--- src/rtl/tick_scheduler_pkg.sv ---
// rtl/tick_scheduler_pkg.sv - shared defaults and configuration FSM state type for tick_scheduler
package tick_scheduler_pkg;

   localparam int DEFAULT_NUM_CH   = 4;
   localparam int DEFAULT_PRESCALE = 6;
   localparam int DEFAULT_PERIOD_W = 16;

   typedef enum logic [1:0] {
      ST_IDLE      = 2'd0,
      ST_WAIT_BASE = 2'd1,
      ST_DONE      = 2'd2
   } cfg_state_e;

   // Counter width that stays legal for degenerate sizes of 0 or 1.
   function automatic int cnt_width(input int n);
      return (n > 1) ? $clog2(n) : 1;
   endfunction

endpackage

--- src/rtl/tick_prescaler.sv ---
// rtl/tick_prescaler.sv - base-tick prescaler: counts 0..PRESCALE-1, wrap strobe, registered base_tick
// pause_i freezes the count and suppresses wrap (driven only when TICK_SCHEDULER_PAUSE_EN is defined).
module tick_prescaler
   import tick_scheduler_pkg::*;
#(
   parameter int PRESCALE = DEFAULT_PRESCALE
) (
   input  logic clk_i,
   input  logic rst_i,
   input  logic pause_i,
   output logic wrap_o,
   output logic base_tick_o
);

   localparam int               CNT_W = cnt_width(PRESCALE);
   localparam logic [CNT_W-1:0] LAST  = CNT_W'(PRESCALE - 1);

   logic [CNT_W-1:0] count_q, count_d;
   logic             base_tick_q, base_tick_d;
   logic             wrap;

   always_comb begin
      wrap        = (count_q == LAST) && !pause_i;
      count_d     = count_q;
      base_tick_d = wrap;
      if (!pause_i) begin
         count_d = wrap ? '0 : count_q + CNT_W'(1);
      end
   end

   always_ff @(posedge clk_i) begin
      if (rst_i) begin
         count_q     <= '0;
         base_tick_q <= 1'b0;
      end else begin
         count_q     <= count_d;
         base_tick_q <= base_tick_d;
      end
   end

   assign wrap_o      = wrap;
   assign base_tick_o = base_tick_q;

endmodule

--- src/rtl/tick_scheduler.sv ---
// rtl/tick_scheduler.sv - multi-channel periodic tick scheduler with handshake-based channel configuration
// Optional TICK_SCHEDULER_PAUSE_EN adds a pause input that freezes all counting.
module tick_scheduler
   import tick_scheduler_pkg::*;
#(
   parameter int NUM_CH   = DEFAULT_NUM_CH,
   parameter int PRESCALE = DEFAULT_PRESCALE,
   parameter int PERIOD_W = DEFAULT_PERIOD_W
) (
   input  logic                      clk12Mhz,
   input  logic                      rst,
`ifdef TICK_SCHEDULER_PAUSE_EN
   input  logic                      pause,
`endif
   input  logic                      cfg_valid,
   output logic                      cfg_ready,
   input  logic [$clog2(NUM_CH)-1:0] cfg_ch,
   input  logic [PERIOD_W-1:0]       cfg_period,
   output logic                      cfg_done,
   output logic                      base_tick,
   output logic [NUM_CH-1:0]         tick,
   output logic [NUM_CH-1:0]         active
);

   localparam int CH_W = $clog2(NUM_CH);

   logic pause_w;
   logic wrap;
   logic apply;
   logic accept;

`ifdef TICK_SCHEDULER_PAUSE_EN
   assign pause_w = pause;
`else
   assign pause_w = 1'b0;
`endif

   tick_prescaler #(
      .PRESCALE (PRESCALE)
   ) u_prescaler (
      .clk_i       (clk12Mhz),
      .rst_i       (rst),
      .pause_i     (pause_w),
      .wrap_o      (wrap),
      .base_tick_o (base_tick)
   );

   cfg_state_e                state_q, state_d;
   logic [CH_W-1:0]           ch_q, ch_d;
   logic [PERIOD_W-1:0]       lat_period_q, lat_period_d;

   always_comb begin
      state_d      = state_q;
      ch_d         = ch_q;
      lat_period_d = lat_period_q;
      cfg_ready    = (state_q == ST_IDLE) && !rst;
      cfg_done     = (state_q == ST_DONE);
      accept       = cfg_valid && cfg_ready;
      apply        = 1'b0;
      case (state_q)
         ST_IDLE: begin
            if (accept) begin
               state_d      = ST_WAIT_BASE;
               ch_d         = cfg_ch;
               lat_period_d = cfg_period;
            end
         end
         ST_WAIT_BASE: begin
            if (wrap) begin
               apply   = 1'b1;
               state_d = ST_DONE;
            end
         end
         ST_DONE:  state_d = ST_IDLE;
         default:  state_d = ST_IDLE;
      endcase
   end

   always_ff @(posedge clk12Mhz) begin
      if (rst) begin
         state_q      <= ST_IDLE;
         ch_q         <= '0;
         lat_period_q <= '0;
      end else begin
         state_q      <= state_d;
         ch_q         <= ch_d;
         lat_period_q <= lat_period_d;
      end
   end

   logic [NUM_CH-1:0][PERIOD_W-1:0] period_q, period_d;
   logic [NUM_CH-1:0][PERIOD_W-1:0] cnt_q, cnt_d;
   logic [NUM_CH-1:0]               active_q, active_d;
   logic [NUM_CH-1:0]               tick_q, tick_d;

   // A channel being applied on a wrap takes the new config and skips its own advance.
   always_comb begin
      period_d = period_q;
      cnt_d    = cnt_q;
      active_d = active_q;
      tick_d   = '0;
      for (int i = 0; i < NUM_CH; i++) begin
         if (apply && (ch_q == CH_W'(i))) begin
            period_d[i] = lat_period_q;
            cnt_d[i]    = '0;
            active_d[i] = |lat_period_q;
         end else if (wrap && active_q[i]) begin
            if (cnt_q[i] == period_q[i] - PERIOD_W'(1)) begin
               cnt_d[i]  = '0;
               tick_d[i] = 1'b1;
            end else begin
               cnt_d[i] = cnt_q[i] + PERIOD_W'(1);
            end
         end
      end
   end

   always_ff @(posedge clk12Mhz) begin
      if (rst) begin
         period_q <= '0;
         cnt_q    <= '0;
         active_q <= '0;
         tick_q   <= '0;
      end else begin
         period_q <= period_d;
         cnt_q    <= cnt_d;
         active_q <= active_d;
         tick_q   <= tick_d;
      end
   end

   assign tick   = tick_q;
   assign active = active_q;

endmodule
--- config.mk ---
export PLATFORM = sky130hd
export DESIGN_NAME = tick_scheduler
export DESIGN_NICKNAME = d
export VERILOG_FILES = /design/src/rtl/tick_scheduler_pkg.sv /design/src/rtl/tick_prescaler.sv /design/src/rtl/tick_scheduler.sv
export SDC_FILE = /design/constraint.sdc
export NUM_CORES = 1
export LEC_CHECK = 0
export BUFFER_PORTS_ARGS = -buffer_cell sky130_fd_sc_hd__buf_2
export CAP_MARGIN = 0
export CORE_UTILIZATION = 30
export DETAILED_ROUTE_END_ITERATION = 10
export GPL_ROUTABILITY_DRIVEN = 0
export PLACE_DENSITY_LB_ADDON = 0.15
export SYNTH_ARGS = -nofsm -noshare
export SYNTH_HDL_FRONTEND = slang
export SYNTH_SLANG_ARGS = --single-unit
--- constraint.sdc ---
create_clock -name clk12Mhz -period 2.48 [get_ports clk12Mhz]
set_input_delay 0.124 -clock clk12Mhz [delete_from_list [all_inputs] [get_ports clk12Mhz]]
set_output_delay 0.124 -clock clk12Mhz [all_outputs]
set_load 0.01 [all_outputs]
# --- Word level (Yosys, flattened, before mapping) ---
# Cells that the tools add are included.
word_totals:
  in_bits: 21
  reg_bits: 160
  word_cells: 84
  out_inout_bits: 11
op_classes:
  reduce_logical: 25
  bitwise_logic: 4
  mux: 13
  n_addsub: 9
  n_eq_ne: 12
op_table:
  columns: ["op", "count"]
  rows:
  - ["16-bit by 1-bit adder with 16-bit output, second input constant", 4]
  - ["16-bit equality test", 4]
  - ["16-bit two-way mux", 4]
  - ["16-bit by 1-bit subtractor with 16-bit output, second input constant", 4]
  - ["16-bit OR reduction", 1]
  - ["3-bit OR reduction", 4]
  - ["1-bit logical AND", 10]
  - ["2-bit OR reduction", 5]
  - ["2-bit equality test, second input constant", 3]
  - ["1-bit two-way mux", 6]
  - ["2-bit by 1-bit equality test with 1-bit output, second input constant", 2]
  - ["2-bit zero test", 2]
  - ["2-bit two-way mux", 2]
  - ["2-bit inequality test, second input constant", 2]
  - ["1-bit inverter", 4]
  - ["2-bit case mux with 2 select lines", 1]
  - ["2-bit AND reduction", 2]
  - ["3-bit by 1-bit adder with 3-bit output, second input constant", 1]
  - ["3-bit equality test, second input constant", 1]
  - ["1-bit zero test", 1]

# --- Longest topological paths before layout ---
# Gate-level depths: netlist of run 1.
depth:
  word_depth: 5
  mapped_depth: 11
  depth_no_buf: 9

# --- By module ---
# From an unflattened synthesis of run 1, not the netlist that was laid out.
unflattened:
  hier_cells: 1053
  area_unflattened_um2: 8548.2
modules_own_cells:
  columns: ["module", "area_each_um2", "cells_each", "n_inst"]
  rows:
  - ["tick_scheduler", 8353.0, 1032, 1]
  - ["tick_prescaler", 195.2, 21, 1]

# --- Worst setup path after synthesis of run 1 ---
# OpenSTA, ideal clock, no wires.
synth_path:
  path_type: "register to register"
  from: "register period_q[2] in the netlist's numbering"
  to: "register cnt_q[10] in the netlist's numbering"
  period_less_slack_ns: 2.668
  setup_slack_ns: -0.188
  path_stages_with_launch: 11
  n_path_buf: 3
  t_arrival_ns: 2.553
  cell_sequence: "dfxtp_1 -> buf_6 -> or4_4 -> or2_1 -> buf_6 -> or4_4 -> o21ai_2 -> o2111ai_2 -> o31ai_4 -> buf_6 -> nor2_2"
synth_via:
  elab_chain_cells: 3
synth_rtl:
  columns: ["item", "line_no", "source"]
  rows:
  - ["from (decl)", "tick_scheduler.sv:91", "logic [NUM_CH-1:0][PERIOD_W-1:0] period_q, period_d;"]
  - ["from (signal assigned)", "tick_scheduler.sv:125", "period_q <= period_d;"]
  - ["16-bit by 1-bit subtractor with 16-bit output", "tick_scheduler.sv:108", "if (cnt_q[i] == period_q[i] - PERIOD_W'(1)) begin"]
  - ["16-bit equality test", "tick_scheduler.sv:108", null]
  - ["16-bit two-way mux", "tick_scheduler.sv:108", null]
  - ["to (signal assigned)", "tick_scheduler.sv:126", "cnt_q <= cnt_d;"]
  - ["to (decl)", "tick_scheduler.sv:92", "logic [NUM_CH-1:0][PERIOD_W-1:0] cnt_q, cnt_d;"]
# No other way between the ends.
# A chain may end at the register's enable or synchronous reset.

# --- Worst setup path after layout of run 1 ---
layout_path:
  from: "register period_q[0] in the netlist's numbering"
  to: "register cnt_q[5] in the netlist's numbering"
# Same word-level chain as after synthesis.

==> impl_metrics.py, run 1 <==
metrics = {
    "run_status": {
        "status": "complete, but fails checks",
        "violations": "negative setup slack",
    },
    "floorplan": {
        "num_rows": 60,
        "io_pins": 32,
        "dieArea_um2": 28410,
        "core_area_um2": 27100,
        "initial_core_util_pct": 30.71,
        "die_w_um": 168.6,
        "die_h_um": 168.6,
    },
    "clock_network": {
        "clk_pin_slew_worst_paths_ns": 0.07,
        "cts_sinks": 160,
        "htreeDepth": 4,
        "cts_tree": "done",
        "cts_buffer_depth": 2,
        "clk_latency_ns": 0.43,
        "cts_buffers": 17,
        "cts_root_buf": "clkbuf_16",
    },
    "global_route": {
        "grt_max_degree": 28,
        "antenna_found_initial": 0,
        "grt_overflow": 0,
        "groute.usage.overall_pct": 16.86,
        "first_global_vias": 7045,
        "grt_pass1_wl_um": 37680,
    },
    "setup_path": {
        "startpoint": "period_q[0]",
        "rr_worst_depth": 8,
        "r2r_slack_ns": -0.04,
        "critical_path_required_ns": 2.79,
        "r2r_start": "period_q[0]",
        "worstSetupStartpointType": "flip-flop",
        "slowest_stage": "or4_4",
        "critical_path_arrival_ns": 2.83,
        "rr_endpoint": "cnt_q[5]",
        "critical_path_class": "flip-flop to flip-flop",
        "endpoint": "cnt_q[5]",
        "cp_top_family": "simple AND/OR/NAND/NOR gates",
        "end_kind": "flip-flop",
        "cp_max_fo": 14,
        "worstPathCellList": "or4_4 -> or2_4 -> or4_4 -> o21ai_2 -> o2111ai_2 -> o31ai_4 -> buf_12 -> nor2_1",
        "cp.depth": 8,
        "crit_top_cell": "or4_4",
        "cpPeakStageDelay_ns": 0.53,
        "critPathBufInv": 1,
    },
    "cells_and_area": {
        "insertedDiodeCount": 0,
        "final_util_pct": 38.17,
        "fin_cells": 1501,
        "nNetsFinal": 1149,
        "areaGrowthSynthToFinish_pct": 24.30,
        "postLayoutCellArea_um2": 10340,
        "final_layout_size_suffix_gt1_share_pct": 18.07,
        "fillCellCount": 2859,
    },
    "placed_design": {
        "placed_area_um2": 9474,
        "hpwl_um": 16850,
        "dp.cells": 1449,
        "portBuffers": 31,
    },
    "timing": {
        "hold_viol": 0,
        "rsz0062_at_grt": "yes",
        "setup_tns_ns": -0.3392,
        "fmax_ghz": 0.3974,
        "fin_worst_skew_ns": 0.01786,
        "fin_crit_sh_pct": 101.5,
        "tightest_slew_ns": 0.5728,
        "post-route-min-period_ns": 2.516,
        "slew_headroom_pct": 61.27,
        "final_max_slew_viol_count": 0,
        "setup_slack_ns": -0.03644,
        "setup_violations": 21,
    },
    "synth": {
        "yosysWarnings": 0,
        "yosysTopAreaCell": "dfxtp_1",
        "synth.most_common_cell": "dfxtp_1",
        "synthTopCellsByCount": "dfxtp_1, nand2_1, xnor2_1, nor3_1, nor2_1",
        "synthXorXnorAreaFrac_pct": 14.31,
        "synthTopCellsByArea": "dfxtp_1, xnor2_1, nand2_1, xor2_1, nor3_1",
        "synth-seq-cells": 160,
        "ys_async_sr_fraction_pct": 0,
        "yosysSeqAreaShare_pct": 38.49,
        "synth_cells": 1008,
        "yosysTopAreaCellShare_pct": 38.49,
        "ys.flop_type": "dfxtp_1",
        "synth_compound_area_share_pct": 13.89,
        "synth_cell_type_count": 73,
        "synth_top_family_by_area": "simple AND/OR/NAND/NOR gates",
        "synth.area.mux_share_pct": 0.2706,
        "synth-edff-count": 0,
        "synth_fa_ha_area_share_pct": 1.504,
        "synthSimpleGateAreaFrac_pct": 28.04,
        "netlist_area_um2": 8322,
        "synth_nets": 1039,
        "syn_avg_cell_area_um2": 8.256,
    },
    "job": {
        "cap_viol_max_count": 0,
    },
    "power": {
        "leakagePower_nw": 3.952,
        "power_mw": 5.341,
        "vdd_drop_max_v": 0.0003686,
        "p_per_area_nw_per_um2": 516.4,
    },
    "routing": {
        "dr.pass1.iters": 4,
        "route.antenna.remaining_nets": 0,
        "drt_iter0_markers": 340,
        "drc": 0,
        "vias_per_cell": 4.856,
        "post_drt_wl_per_cell_um": 15.50,
        "finalWirelength_um": 23270,
        "via_count": 7289,
    },
    "worst_hold_path": {
        "hold_path_class": "primary input to flip-flop",
    },
}
==> registers in the layout, indices dropped and copies added, names as in the netlist <==
register / flops
cnt_q: 64
period_q: 64
lat_period_q: 16
active: 4
tick: 4
u_prescaler.count_q: 3
ch_q: 2
state_q: 2
u_prescaler.base_tick_o: 1
==> worst min path at each step <==
stage	from	to	slack, ns	cells past startpoint
2_1_floorplan	cfg_ch[1]	ch_q[1]	0.26	2
3_3_place_gp	cfg_period[13]	lat_period_q[13]	0.37	3
3_5_place_dp	cfg_period[13]	lat_period_q[13]	0.37	3
4_1_cts	rst	u_prescaler.base_tick_o	0.13	2
5_1_grt	rst	period_q[34]	0.17	2
6_report	rst	u_prescaler.base_tick_o	0.14	2
==> power by group <==
part           switching, mW  leakage, nW  internal [mW]
registers             0.0305         1.29           2.59
clock network           1.07        0.269           1.46
logic                  0.121         2.39         0.0777
==> cells in the final DEF, fill, tap and decap left out, types with 4 or more instances in the layout <==
master,n
buf_2,31
nand2_1,155
xnor2_1,73
and4_1,4
nor4b_1,4
and3_1,20
dlygate4sd3_1,19
xor2_1,63
nor2_2,10
nor4_1,19
clkbuf_16,17
nand2b_1,7
nand3b_1,6
dfxtp_2,6
nor3_1,70
buf_4,86
o21ai_0,13
dfxtp_1,154
a22o_1,33
inv_1,21
or2_2,4
nand3_1,35
or3_1,5
nor2b_1,5
nor2_1,63
ha_1,9
a21oi_1,62
o31ai_1,5
nand4_1,22
and2_1,5
o211ai_1,6
==> per-stage QoR <==
stage | hold WS [ns] | setup slack (ns)
2_1_floorplan | 0.2600 | -0.1877
3_3_place_gp | 0.3721 | -0.03690
3_5_place_dp | 0.3740 | -0.06300
4_1_cts | 0.1252 | -0.04474
5_1_grt | 0.1693 | -0.1438
6_report | 0.1375 | -0.03644
==> layout make-up <==
cell class                      count  area, um2  share of cell area [%]
Multi-Input combinational cell    778       4971                   48.06
Sequential cell                   160       3211                   31.04
Timing Repair Buffer              140       1062                   10.27
Clock buffer                       22      474.2                   4.584
Tap cell                          372      465.4                   4.500
Clock inverter                      8      81.33                  0.7863
Inverter                           21      78.83                  0.7621
==> worst register-to-register path, delay by kind of cell (launching register included) <==
family,cells,cell delay [ns]
and+or+nand+nor,4,1.35
AOI/OAI and AO/OA,3,0.56
DFF,1,0.32
buffers and inverters,1,0.19
==> timing repair <==
item	CTS	global route
pin swaps	2	6
setup buffers	0	2
hold buffers	19	0
hold endpoints to repair	19	0
cloned	0	1
endpoints found under the setup margin	31	64
resized for setup	10	21
==> per-layer routing <==
layer  vias up  wire (um)  global-route usage (%)
li1       3778          -                       -
met4         0        285                   4.704
met5         -          0                       0
met2        92      10520                   26.83
met3        20        580                   2.712
met1      3399      11880                   23.49
==> cells by family (layout without fill, tap and decap cells) <==
family | count (synthesis) | in the layout
AOI/OAI and AO/OA | 166 | 166
xor gates and xnor gates | 136 | 136
adders and majority gates | 10 | 10
buffers and inverters | 70 | 191
DFF | 160 | 160
muxes | 2 | 2
and+or+nand+nor | 464 | 464
Note: power is estimated with default switching activity, not from simulation.
==> inputs of run 2 (changes only) <==
--- a/config.mk
+++ b/config.mk
@@ -11,6 +11,8 @@
 export DETAILED_ROUTE_END_ITERATION = 10
 export GPL_ROUTABILITY_DRIVEN = 0
 export PLACE_DENSITY_LB_ADDON = 0.15
+export REMOVE_ABC_BUFFERS = 1
+export SETUP_SLACK_MARGIN = 0.05
 export SYNTH_ARGS = -nofsm -noshare
 export SYNTH_HDL_FRONTEND = slang
 export SYNTH_SLANG_ARGS = --single-unit
==> run 2 against run 1 <==
The run still ends with negative setup slack left. Clock power grew 12%. Combinational power is essentially flat. Flip-flop and latch count is the same. Via count grew 1.2%. Maximum frequency shrank 5.2%. Global-route usage grew 0.37 points. Sequential share of layout area shrank 0.78 points. Final area grew 2.7%. Die area is the same. Critical path depth is the same. Count of clock-buffer cells in the layout shrank 5. Cell count grew 0.87%. Critical path type unchanged. Largest cell class unchanged.
==> impl_metrics.py, run 2 (synthesis results as in run 1) <==
metrics = {
    "setup_path": {
        "worstPathCellList": "or3_4 -> or4_4 -> a2111oi_4 -> nand4_1 -> a211o_1 -> nor3_4 -> clkbuf_16 -> nor3_1",
        "cpPeakStageDelay_ns": 0.53,
        "end_kind": "flip-flop",
        "cp_top_family": "simple AND/OR/NAND/NOR gates",
        "critical_path_class": "flip-flop to flip-flop",
        "cp_max_fo": 7,
        "r2r_start": "period_q[50]",
        "worstSetupStartpointType": "flip-flop",
        "critPathBufInv": 1,
        "startpoint": "period_q[50]",
        "critical_path_required_ns": 2.80,
        "critical_path_arrival_ns": 2.97,
        "slowest_stage": "or4_4",
    },
    "clock_network": {
        "clk_pin_slew_worst_paths_ns": 0.07,
        "cts_root_buf": "clkbuf_16",
        "cts_sinks": 160,
        "clk_latency_ns": 0.44,
        "cts_buffer_depth": 2,
        "htreeDepth": 4,
        "cts_tree": "done",
        "cts_buffers": 17,
    },
    "global_route": {
        "antenna_found_initial": 0,
        "grt_pass1_wl_um": 38500,
        "groute.usage.overall_pct": 17.23,
        "first_global_vias": 7157,
        "grt_max_degree": 25,
        "grt_overflow": 0,
    },
    "job": {
        "cap_viol_max_count": 0,
    },
    "floorplan": {
        "core_area_um2": 27100,
        "die_h_um": 168.6,
        "die_w_um": 168.6,
        "io_pins": 32,
        "dieArea_um2": 28410,
        "num_rows": 60,
        "initial_core_util_pct": 30.71,
    },
    "timing": {
        "setup_violations": 30,
        "rsz0062_at_grt": "yes",
        "setup_tns_ns": -2.754,
        "final_max_slew_viol_count": 0,
        "fin_crit_sh_pct": 107.1,
        "setup_slack_ns": -0.1751,
        "slew_headroom_pct": 51.84,
        "post-route-min-period_ns": 2.655,
        "fin_worst_skew_ns": 0.01367,
        "hold_viol": 0,
        "worst_hold_slack_ns": 0.04136,
        "tightest_slew_ns": 0.7223,
        "fmax_ghz": 0.3766,
    },
    "power": {
        "combPwrFrac_pct": 3.6,
        "seqPwrFrac_pct": 46.4,
        "p_per_area_nw_per_um2": 530.7,
        "internal_power_mw": 4.278,
        "power_mw": 5.639,
        "p_sw_share_pct": 24.13,
        "leakagePower_nw": 4.053,
        "vdd_drop_max_v": 0.0004113,
        "p_sw_mw": 1.361,
        "p_clk_share_pct": 50.0,
    },
    "routing": {
        "vias_per_cell": 4.875,
        "post_drt_wl_per_cell_um": 15.55,
        "dr.pass1.iters": 5,
        "drc": 0,
        "route.antenna.remaining_nets": 0,
        "finalWirelength_um": 23550,
        "via_count": 7380,
        "drt_iter0_markers": 472,
    },
    "placed_design": {
        "portBuffers": 31,
        "hpwl_um": 16860,
        "dp.cells": 1454,
        "place_ws_ns": -0.1327,
    },
    "worst_hold_path": {
        "hold_path_class": "primary input to flip-flop",
        "worstHoldStart": "rst",
    },
    "cells_and_area": {
        "insertedDiodeCount": 0,
        "final_cell_mix": "nand2_1, dfxtp_1, buf_4, xnor2_1",
        "final_layout_size_suffix_gt1_share_pct": 20.84,
        "top_regs": "cnt_q x64, period_q x64, lat_period_q x16",
        "layout_commonest_cell": "nand2_1",
        "fin_cells": 1514,
        "nNetsFinal": 1160,
        "areaGrowthSynthToFinish_pct": 27.66,
    },
    "run_status": {
        "violations": "negative setup slack",
        "status": "complete, but fails checks",
    },
}
## run 2: final timing paths
kind	to	slack, ns	cells after the start
min	ch_q[0]	0.04	2
max	cnt_q[61]	-0.18	8
max reg2reg	cnt_q[61]	-0.18	8
min reg2reg	u_prescaler.count_q[0]	0.48	1
## run 2: cell type report
type                    instances  area, um2
fillers                      2825      16480
multi-input cells             778       5067
flip-flops and latches        160       3214
repair buffers                151       1177
well taps                     372      465.4
clock buffers                  17      425.4
clock inverters                15      195.2
inverters                      21      78.83
## run 2: stage by stage
| stage | instance area [um2] | utilization [%] |
|---|---|---|
| finish | 10620 | 39.20 |
| floorplan | 8110 | - |
| CTS | 10420 | 38.43 |
| detailed placement | 9464 | 34.92 |
| global placement | 9464 | 34.92 |
| global route | 10620 | 39.20 |
## run 2: power by group through the flow
stage / Sequential, mW / Clock (mW) / Combinational [mW]
after floorplan: 2.66 / 0 / 0.0702
after global placement: 2.68 / 0 / 0.174
after CTS: 2.62 / 2.91 / 0.198
final: 2.62 / 2.82 / 0.200
after detailed placement: 2.68 / 0 / 0.175
after global routing: 2.62 / 3.03 / 0.218
## run 2: metal layers
layer / track usage [%] / up-vias / wire length (um) / share of wire, %
li1: - / 3796 / - / -
met1: 22.90 / 3458 / 11530 / 49
met2: 28.43 / 100 / 10960 / 47
met3: 2.736 / 26 / 626 / 2.7
met4: 5.652 / 0 / 439 / 1.9
met5: 0 / - / 0 / 0
## run 2: timing repair
action                                  in CTS  in global routing
gates cloned                                 1                  1
endpoints found under the setup margin      48                 80
hold endpoints to repair                    19                  0
setup buffers                                4                  6
pin swaps                                    7                 20
gates resized for setup                     21                 48
hold buffers                                19                  0
## run 2: worst reg2reg max path: cells and delay by family, from the launching register on
kind / cells / cell delay, ns
and+or+nand+nor: 5 / 1.35
AOI/OAI and AO/OA: 2 / 0.66
buffers and inverters: 1 / 0.21
DFF: 1 / 0.32
==> inputs of run 3 (changes only) <==
==> constraint.sdc (replaced) <==
create_clock -name clk12Mhz -period 2.8 [get_ports clk12Mhz]
set_input_delay 0.14 -clock clk12Mhz [delete_from_list [all_inputs] [get_ports clk12Mhz]]
set_output_delay 0.14 -clock clk12Mhz [all_outputs]
set_load 0.01 [all_outputs]
==> run 3 against run 2 <==
The run now ends clean. Total power decreased by 12%. First-iteration DRC count decreased by 8.5%. Sequential power is 11% lower. Cell count decreased by 4.0%. Maximum frequency up 1.0%. Combinational power fell by 15%. Clock power fell by 12%. Worst setup slack better by 0.35 ns. Critical path depth stayed put.
==> impl_metrics.py, run 3 (synthesis results as in run 1) <==
metrics = {
    "floorplan": {
        "die_h_um": 168.6,
        "num_rows": 60,
        "core_area_um2": 27100,
        "die_w_um": 168.6,
        "initial_core_util_pct": 30.71,
        "dieArea_um2": 28410,
        "io_pins": 32,
    },
    "timing": {
        "fin_crit_sh_pct": 93.89,
        "fmax_ghz": 0.3804,
        "slew_headroom_pct": 49.39,
        "setup_tns_ns": 0,
        "post-route-min-period_ns": 2.629,
        "rsz0062_at_grt": "yes",
        "tightest_slew_ns": 0.7592,
        "worst_hold_slack_ns": 0.01504,
        "setup_slack_ns": 0.1712,
        "hold_viol": 0,
        "setup_violations": 0,
        "final_max_slew_viol_count": 0,
        "fin_worst_skew_ns": 0.01195,
    },
    "global_route": {
        "grt_pass1_wl_um": 36530,
        "grt_max_degree": 50,
        "grt_overflow": 0,
        "groute.usage.overall_pct": 16.39,
        "first_global_vias": 6724,
        "antenna_found_initial": 0,
    },
    "clock_network": {
        "clk_pin_slew_worst_paths_ns": 0.06,
        "cts_root_buf": "clkbuf_16",
        "cts_sinks": 160,
        "cts_buffer_depth": 2,
        "cts_buffers": 17,
        "htreeDepth": 4,
        "clk_latency_ns": 0.43,
        "cts_tree": "done",
    },
    "cells_and_area": {
        "layout_commonest_cell": "dfxtp_1",
        "areaGrowthSynthToFinish_pct": 19.52,
        "postLayoutCellArea_um2": 9946,
        "insertedDiodeCount": 0,
        "fin_cells": 1454,
        "final_util_pct": 36.70,
        "top_regs": "cnt_q x64, period_q x64, lat_period_q x16",
        "final_layout_size_suffix_gt1_share_pct": 12.85,
        "nNetsFinal": 1100,
        "final_cell_mix": "dfxtp_1, nand2_1, xnor2_1, nor3_1, nor2_1",
    },
    "routing": {
        "via_count": 7070,
        "post_drt_wl_per_cell_um": 15.49,
        "route.antenna.remaining_nets": 0,
        "drc": 0,
        "dr.pass1.iters": 5,
        "vias_per_cell": 4.862,
        "drt_iter0_markers": 432,
        "finalWirelength_um": 22530,
    },
    "placed_design": {
        "portBuffers": 31,
        "placed_area_um2": 9094,
        "place_ws_ns": 0.1343,
        "hpwl_um": 16030,
        "dp.cells": 1403,
    },
    "setup_path": {
        "cp_max_fo": 14,
        "critical_path_class": "flip-flop to flip-flop",
        "crit_top_cell": "or4_4",
        "worstPathCellList": "or4_4 -> or2_4 -> or4_4 -> o21ai_2 -> o2111ai_2 -> o31ai_4 -> buf_12 -> nor2_1",
        "r2r_start": "period_q[0]",
        "endpoint": "cnt_q[3]",
        "end_kind": "flip-flop",
        "r2r_slack_ns": 0.17,
        "critical_path_arrival_ns": 2.95,
        "slowest_stage": "or4_4",
        "rr_endpoint": "cnt_q[3]",
        "cpPeakStageDelay_ns": 0.57,
        "startpoint": "period_q[0]",
        "worstSetupStartpointType": "flip-flop",
        "rr_worst_depth": 8,
        "critical_path_required_ns": 3.12,
    },
    "power": {
        "leakagePower_nw": 3.693,
        "combPwrFrac_pct": 3.4,
        "p_sw_mw": 1.121,
        "p_per_area_nw_per_um2": 500.2,
        "p_clk_share_pct": 49.9,
        "internal_power_mw": 3.853,
        "seqPwrFrac_pct": 46.6,
        "power_mw": 4.975,
        "vdd_drop_max_v": 0.0003368,
        "p_sw_share_pct": 22.54,
    },
    "worst_hold_path": {
        "hold_path_class": "primary input to flip-flop",
    },
    "run_status": {
        "status": "completed",
    },
    "job": {
        "cap_viol_max_count": 0,
    },
}
## run 3: cell types whose count changed in the layout (fill, tap and decap cells not counted), moves of 3 or more
cell,previous run,this run
nor3_1,63,72
dfxtp_2,6,0
buf_6,3,0
inv_6,6,1
dfxtp_1,153,160
nor3_2,9,1
nor4b_2,4,1
buf_4,93,38
## run 3: area by class of cell
cell class                      count  area (um2)
Timing Repair Buffer               91       700.7
Clock inverter                     13       187.7
Clock buffer                       19       432.9
Tap cell                          372       465.4
Multi-Input combinational cell    778        4877
Fill cell                        2832       17160
Inverter                           21       78.83
Sequential cell                   160        3203
## run 3: worst min path at each step
stage | from | end | slack [ns] | depth (start not counted)
finish | cfg_ch[0] | ch_q[0] | 0.02 | 3
detailed placement | cfg_period[9] | lat_period_q[9] | 0.39 | 3
global placement | cfg_period[9] | lat_period_q[9] | 0.39 | 3
global route | cfg_ch[0] | ch_q[0] | 0.02 | 3
floorplan | rst | ch_q[0] | 0.21 | 1
CTS | cfg_ch[0] | ch_q[0] | 0.03 | 3
## run 3: worst max-delay path, delay by kind of cell, from the launching register on
family                 cells  cell delay, ns
AOI/OAI and AO/OA          3            0.56
DFF                        1            0.35
buffers and inverters      1            0.19
and+or+nand+nor            4            1.41
## run 3: power by group through the flow
stage	registers [mW]	clock network [mW]	logic (mW)
after floorplan	2.36	0	0.0622
after global placement	2.37	0	0.152
after detailed placement	2.37	0	0.153
after CTS	2.32	2.55	0.173
after global routing	2.32	2.64	0.187
final	2.32	2.48	0.170
## run 3: what timing repair did
action,4_1_cts,5_1_grt
setup buffers,0,1
hold buffers,18,0
endpoints found under the setup margin,0,54
resized for setup,0,9
endpoints found under the hold margin,18,0
## run 3: layer usage
| metal | global-route usage (%) | share of wire, % |
|---|---|---|
| met1 | 22.44 | 51 |
| met2 | 26.38 | 46 |
| met3 | 3.484 | 2.5 |
| met4 | 3.597 | 0.77 |
| met5 | 0 | 0 |
